==> config.mk <==
export PLATFORM = sky130hd
export DESIGN_NAME = serial_carry_adder16
export DESIGN_NICKNAME = d
export VERILOG_FILES = /design/src/rtl/serial_carry_adder16.sv
export SDC_FILE = /design/constraint.sdc
export NUM_CORES = 1
export LEC_CHECK = 0
export ABC_AREA = 1
export BUFFER_PORTS_ARGS = -buffer_cell sky130_fd_sc_hd__buf_2
export CAP_MARGIN = 20
export CORE_MARGIN = 2
export CORE_UTILIZATION = 55
export CTS_CLUSTER_DIAMETER = 60
export DETAILED_ROUTE_END_ITERATION = 8
export GPL_TIMING_DRIVEN = 1
export PLACE_DENSITY = 0.76
export REMOVE_ABC_BUFFERS = 1
export SLEW_MARGIN = 40
export SYNTH_ARGS = -nofsm -noshare
export SYNTH_HDL_FRONTEND = slang
export SYNTH_SLANG_ARGS = --single-unit
==> constraint.sdc <==
create_clock -name clk -period 1.45 [get_ports clk]
set_input_delay 0.145 -clock clk [delete_from_list [all_inputs] [get_ports clk]]
set_output_delay 0.145 -clock clk [all_outputs]
set_load 0.01 [all_outputs]
==> src/rtl/serial_carry_adder16.sv <==
// Bit-serial adder: one sum bit per clock, LSB first, through a single carry flip-flop.
// Define SERIAL_ADD_OVF_EN to add the registered signed-overflow output V.
module serial_carry_adder16 #(
   parameter int WIDTH = 16
) (
   input  logic             clk,
   input  logic             rst_n,
   input  logic             start,
   input  logic [WIDTH-1:0] A,
   input  logic [WIDTH-1:0] B,
   input  logic             Cin,
   output logic             busy,
   output logic             done,
   output logic [WIDTH-1:0] S,
   output logic             Cout
`ifdef SERIAL_ADD_OVF_EN
   ,
   output logic             V
`endif
);

   localparam int CW = (WIDTH > 2) ? $clog2(WIDTH) : 1;

   typedef enum logic [1:0] {
      IDLE = 2'd0,
      RUN  = 2'd1,
      DONE = 2'd2
   } state_t;

   state_t           state_q, state_d;
   logic [WIDTH-1:0] aSh_q, aSh_d;
   logic [WIDTH-1:0] bSh_q, bSh_d;
   logic [WIDTH-1:0] sumSh_q, sumSh_d;
   logic             carry_q, carry_d;
   logic [CW-1:0]    cnt_q, cnt_d;
   logic [WIDTH-1:0] sOut_q, sOut_d;
   logic             cout_q, cout_d;
   logic             sumBit;
   logic             carryNext;
`ifdef SERIAL_ADD_OVF_EN
   logic             v_q, v_d;
`endif

   assign sumBit    = aSh_q[0] ^ bSh_q[0] ^ carry_q;
   assign carryNext = (aSh_q[0] & bSh_q[0]) | (aSh_q[0] & carry_q) | (bSh_q[0] & carry_q);

   always_ff @(posedge clk or negedge rst_n) begin
      if (!rst_n) begin
         state_q <= IDLE;
         aSh_q   <= '0;
         bSh_q   <= '0;
         sumSh_q <= '0;
         carry_q <= 1'b0;
         cnt_q   <= '0;
         sOut_q  <= '0;
         cout_q  <= 1'b0;
`ifdef SERIAL_ADD_OVF_EN
         v_q     <= 1'b0;
`endif
      end else begin
         state_q <= state_d;
         aSh_q   <= aSh_d;
         bSh_q   <= bSh_d;
         sumSh_q <= sumSh_d;
         carry_q <= carry_d;
         cnt_q   <= cnt_d;
         sOut_q  <= sOut_d;
         cout_q  <= cout_d;
`ifdef SERIAL_ADD_OVF_EN
         v_q     <= v_d;
`endif
      end
   end

   always_comb begin
      state_d = state_q;
      aSh_d   = aSh_q;
      bSh_d   = bSh_q;
      sumSh_d = sumSh_q;
      carry_d = carry_q;
      cnt_d   = cnt_q;
      sOut_d  = sOut_q;
      cout_d  = cout_q;
`ifdef SERIAL_ADD_OVF_EN
      v_d     = v_q;
`endif
      case (state_q)
         IDLE, DONE: begin
            state_d = IDLE;
            if (start) begin
               aSh_d   = A;
               bSh_d   = B;
               carry_d = Cin;
               cnt_d   = '0;
               state_d = RUN;
            end
         end
         RUN: begin
            aSh_d   = aSh_q >> 1;
            bSh_d   = bSh_q >> 1;
            sumSh_d = {sumBit, sumSh_q[WIDTH-1:1]};
            carry_d = carryNext;
            cnt_d   = cnt_q + CW'(1);
            // Last bit: publish the completed sum so S never shows a partial value.
            if (cnt_q == CW'(WIDTH - 1)) begin
               state_d = DONE;
               sOut_d  = {sumBit, sumSh_q[WIDTH-1:1]};
               cout_d  = carryNext;
`ifdef SERIAL_ADD_OVF_EN
               v_d     = carry_q ^ carryNext;
`endif
            end
         end
         default: state_d = IDLE;
      endcase
   end

   assign busy = (state_q == RUN);
   assign done = (state_q == DONE);
   assign S    = sOut_q;
   assign Cout = cout_q;
`ifdef SERIAL_ADD_OVF_EN
   assign V    = v_q;
`endif

endmodule
# Word level (Yosys, flattened, before mapping)
# Cells that the tools add are included.
# totals
wordCells	37
reg_bits	72
inputBits	36
out_inout_bits	19
# classes
muxes	11
reduce_logical	5
n_addsub	1
bitwise	7
eq_ne	5
# ops
op	n
16-bit case mux with 2 select lines	2
16-bit 2-to-1 mux	2
4-bit case mux with 2 select lines	1
4-bit by 1-bit adder with 4-bit output, second input constant	1
4-bit equality test, second input constant	1
4-bit 2-to-1 mux	1
2-bit case mux with 2 select lines	1
2-bit AND reduction	2
1-bit bitwise AND	3
2-bit by 1-bit equality test with 1-bit output, second input constant	1
2-bit equality test, second input constant	1
2-bit logical NOT	1
1-bit 2-to-1 mux	2
2-bit 2-to-1 mux	1
2-bit by 1-bit != test with 1-bit output, second input constant	1
2-bit != test, second input constant	1
1-bit bitwise OR	2
1-bit case mux with 2 select lines	1
2-bit nonzero test	1
2-bit OR reduction	1
1-bit XOR	2

# Depth between registers and ports, before layout
# logic_depth
ltp_word	4
mapped_depth	7

# Worst setup path after synthesis
# No wires, ideal clock.
# synth_timing
path_kind	reg2reg
startpoint	register cnt_q[0]
endpoint	register sOut_q[7], in the netlist S[7]
slack_ps	197
arrival_time_ps	1188
path_stages_with_launch	6
required_ps	1385
path_cell_list	dfrtp_1 -> ha_1 -> nand3_4 -> clkbuf_1 -> o21ai_1 -> nand2_1
# synth_between
elab_chain_len	2
# synth_lines
item	line	source
start: declaration	35	logic [CW-1:0] cnt_q, cnt_d;
start signal: assignment	66	cnt_q <= cnt_d;
4-bit equality test	105	if (cnt_q == CW'(WIDTH - 1)) begin
2-bit AND reduction (no line)	--	
end signal: assignment	67	sOut_q <= sOut_d;
end: declaration	36	logic [WIDTH-1:0] sOut_q, sOut_d;
# Every way passes these cells.
# A chain may end at the register's enable or synchronous reset.

# Worst setup path after layout
# layout_timing
startpoint	register state_q[0]
endpoint	output busy
# layout_between
elab_chain_len	1
# layout_lines
item	line	source
start: declaration	30	state_t state_q, state_d;
start signal: assignment	61	state_q <= state_d;
2-bit by 1-bit equality test with 1-bit output	118	assign busy = (state_q == RUN);
end: declaration	12	output logic busy,
# Every way passes these cells.

==> flow_summary.toml <==
[placement]
port_buffers = 54
place_congestion = 0.7015
dp_hpwl_microns = 3697

[global_routing]
antenna_found_initial = 0
grt.overflow.total = 0
grt_pass1_wl_microns = 10940
grt_pass1_vias = 2484
grt_util_all_layers_pct = 22.51
grt_start_max_net_pins = 72

[drt]
antenna_left = 0
remaining_drc_errors = 0
wl_per_cell_microns = 11.74
drtIter0Drc = 149
vias_per_cell = 4.767
vias = 2593
wirelength_microns = 6389
dr.pass1.iters = 6

[clocking]
clock_sinks = 71
cts_tree = "yes"
insertion_delay_ns = 0.34
clk_root_buffer_cell = "clkbuf_8"
cts_inserted_buffers = 9
clk_path_buf_depth = 2
cts.clk_slew.worst_paths_ns = 0.07
htree_levels = 3

[finish]
layout-drive-gt1-share_pct = 19.92
post-route-util_pct = 71.26
area_growth_pct = 25.09
nets = 505
diodes = 0

[floorplanning]
core_sq_mm = 0.005507
die_width_microns = 79.52
fp.dieH_microns = 79.52
row_count = 27
top_level_ports = 55
initial_core_util_pct = 56.96
dieArea_sq_mm = 0.006323

[yosys]
synth_area_leaders = "dfrtp_1 (57%), nand2_1 (27%), inv_1 (4.8%)"
synth_seq_cells = 71
yosysTopAreaCellShare_pct = 56.64
yosysSeqAreaShare_pct = 56.64
synth_area_sq_mm = 0.003137
ys_warn_count = 0
avgSynthCellArea_sq_um = 7.822
synthDistinctLibCells = 21
synth_top_cell_by_area = "dfrtp_1"
syn_inst = 401

[sta]
period_needed_ns = 1.377
setup_violations = 0
fmax_ghz = 0.7260
slew_headroom_pct = 73.75
maxSlewViolCount = 0
worst_pin_slew_ns = 0.3938
finalHoldViolations = 0
period_share_pct = 95.00
skew_ns = 0.01000

[power]
comb_power_share_pct = 36.9
power_density_mw_per_mm2 = 2202
peakVddDrop_mv = 1.023
leakagePower_nw = 2.246
switchingPower_mw = 3.147
clkPwrFrac_pct = 23.6
fin_total_pwr_mw = 8.641
power.internal_mw = 5.495
seq_power_share_pct = 39.5
power_switching_share_pct = 36.42

[worst_setup_path]
cp.arrival_ns = 1.23
worstPathRequired_ns = 1.31
critPathLaunchType = "register"
criticalPathCategory = "reg -> out"
crit_fanout = 13
crit_path_end_kind = "primary output"
r2r_cells = 5

[run]
drv_cap = 0

[worst_hold_path]
min_path_cells = 3
min_path_type = "in -> reg"

[outcome]
outcome = "completed"
==> synth_stat cells <==
cell type	instances
nor2_4	1
nand2_1	225
or2_2	1
nand4_1	1
nand3_1	3
buf_6	1
dfrtp_1	71
inv_1	40
o21ai_1	22
a21oi_1	1
buf_2	11
fa_1	1
nand2_2	1
clkbuf_1	3
nor2_2	1
o21ai_0	9
ha_1	1
nor2_1	3
buf_1	1
inv_2	3
nand3_4	1
==> cell type report <==
cell class	instances	area (sq um)
Fill cell	435	1583
Sequential cell	71	1777
Tap cell	72	90.09
Clock inverter	4	98.84
Clock buffer	12	165.2
Multi-Input combinational cell	271	1127
Inverter	43	163.9
Timing Repair Buffer	71	501.7
==> flip-flops by register name, indices dropped and copies added, names as in the netlist <==
name,flops
Cout,1
state_q,2
bSh_q,16
cnt_q,4
S,16
sumSh_q,15
carry_q,1
aSh_q,16
==> power groups by stage <==
stage	clock [mW]	sequential, mW	combinational (mW)
after floorplan	0	3.43	1.84
after global placement	0	3.41	2.73
after detailed placement	0	3.44	2.85
after CTS	2.07	3.41	3.05
after global routing	2.16	3.53	3.70
final	2.04	3.41	3.19
==> worst paths after layout <==
| check | startpoint | to | slack (ns) |
|---|---|---|---|
| worst max-delay path | state_q[0] | busy | 0.07 |
| worst min-delay path | start | state_q[0] | 0.05 |
| worst max register to register | cnt_q[0] | S[8] | 0.12 |
| worst min register to register | S[10] | S[10] | 0.47 |
| max in group asynchronous | rst_n | aSh_q[2] | 0.77 |
| min in group asynchronous | rst_n | aSh_q[9] | 0.33 |
==> metal layers <==
layer  track usage [%]  share of wire, %  vias up
met5                 0                 0        -
met1             27.09                46     1195
met4             7.759               1.7        0
li1                  -                 -     1329
met2             39.33                48       58
met3             5.543               4.9       11
==> logic make-up after synthesis <==
| logic type | share of synthesized area (%) |
|---|---|
| flops | 56.64 |
| simple gates | 29.48 |
| buf+inv | 7.738 |
| fa+ha+maj | 1.037 |
| compound gates | 5.106 |
==> metrics by stage <==
stage	hold slack [ns]	instances	cell area, sq um	TNS, ns	worst slack, ns
3_5_place_dp	0.2014	517	3506	0	0.05335
4_1_cts	0.03980	540	3867	0	0.01444
6_report	0.05452	544	3924	0	0.07251
2_1_floorplan	-0.1506	385	3055	-14.90	-0.3479
5_1_grt	0.06742	544	3924	-0.0005635	-0.0005635
3_3_place_gp	0.2047	517	3506	0	0.05933
==> worst max-delay path: stages, from the launching register on <==
cell,delay (ns)
dfrtp_1,0.41
inv_2,0.07
nor2_4,0.13
buf_12,0.15
buf_2,0.13
==> cell usage in the layout, fill, tap and decap left out, drive strengths merged <==
| master | netlist | final |
|---|---|---|
| ha | 1 | 1 |
| a21oi | 1 | 1 |
| nor2 | 5 | 5 |
| inv | 43 | 44 |
| dfrtp | 71 | 71 |
| nand3 | 4 | 4 |
| buf | 13 | 66 |
| or2 | 1 | 1 |
| dlygate4sd3 | 0 | 3 |
| clkbuf | 3 | 13 |
| bufinv | 0 | 3 |
| o21ai | 31 | 31 |
| nand4 | 1 | 1 |
| nand2 | 226 | 226 |
| fa | 1 | 1 |
| bufbuf | 0 | 1 |
==> timing repair <==
action                                  CTS  global route
endpoints found under the setup margin    2            38
pin swaps                                 1             1
gates resized for setup                   0             4
hold buffers                              3             0
endpoints found under the hold margin    73             0
setup buffers                             3             3
gates cloned                              1             1
Power figures use the tool's default switching activity.
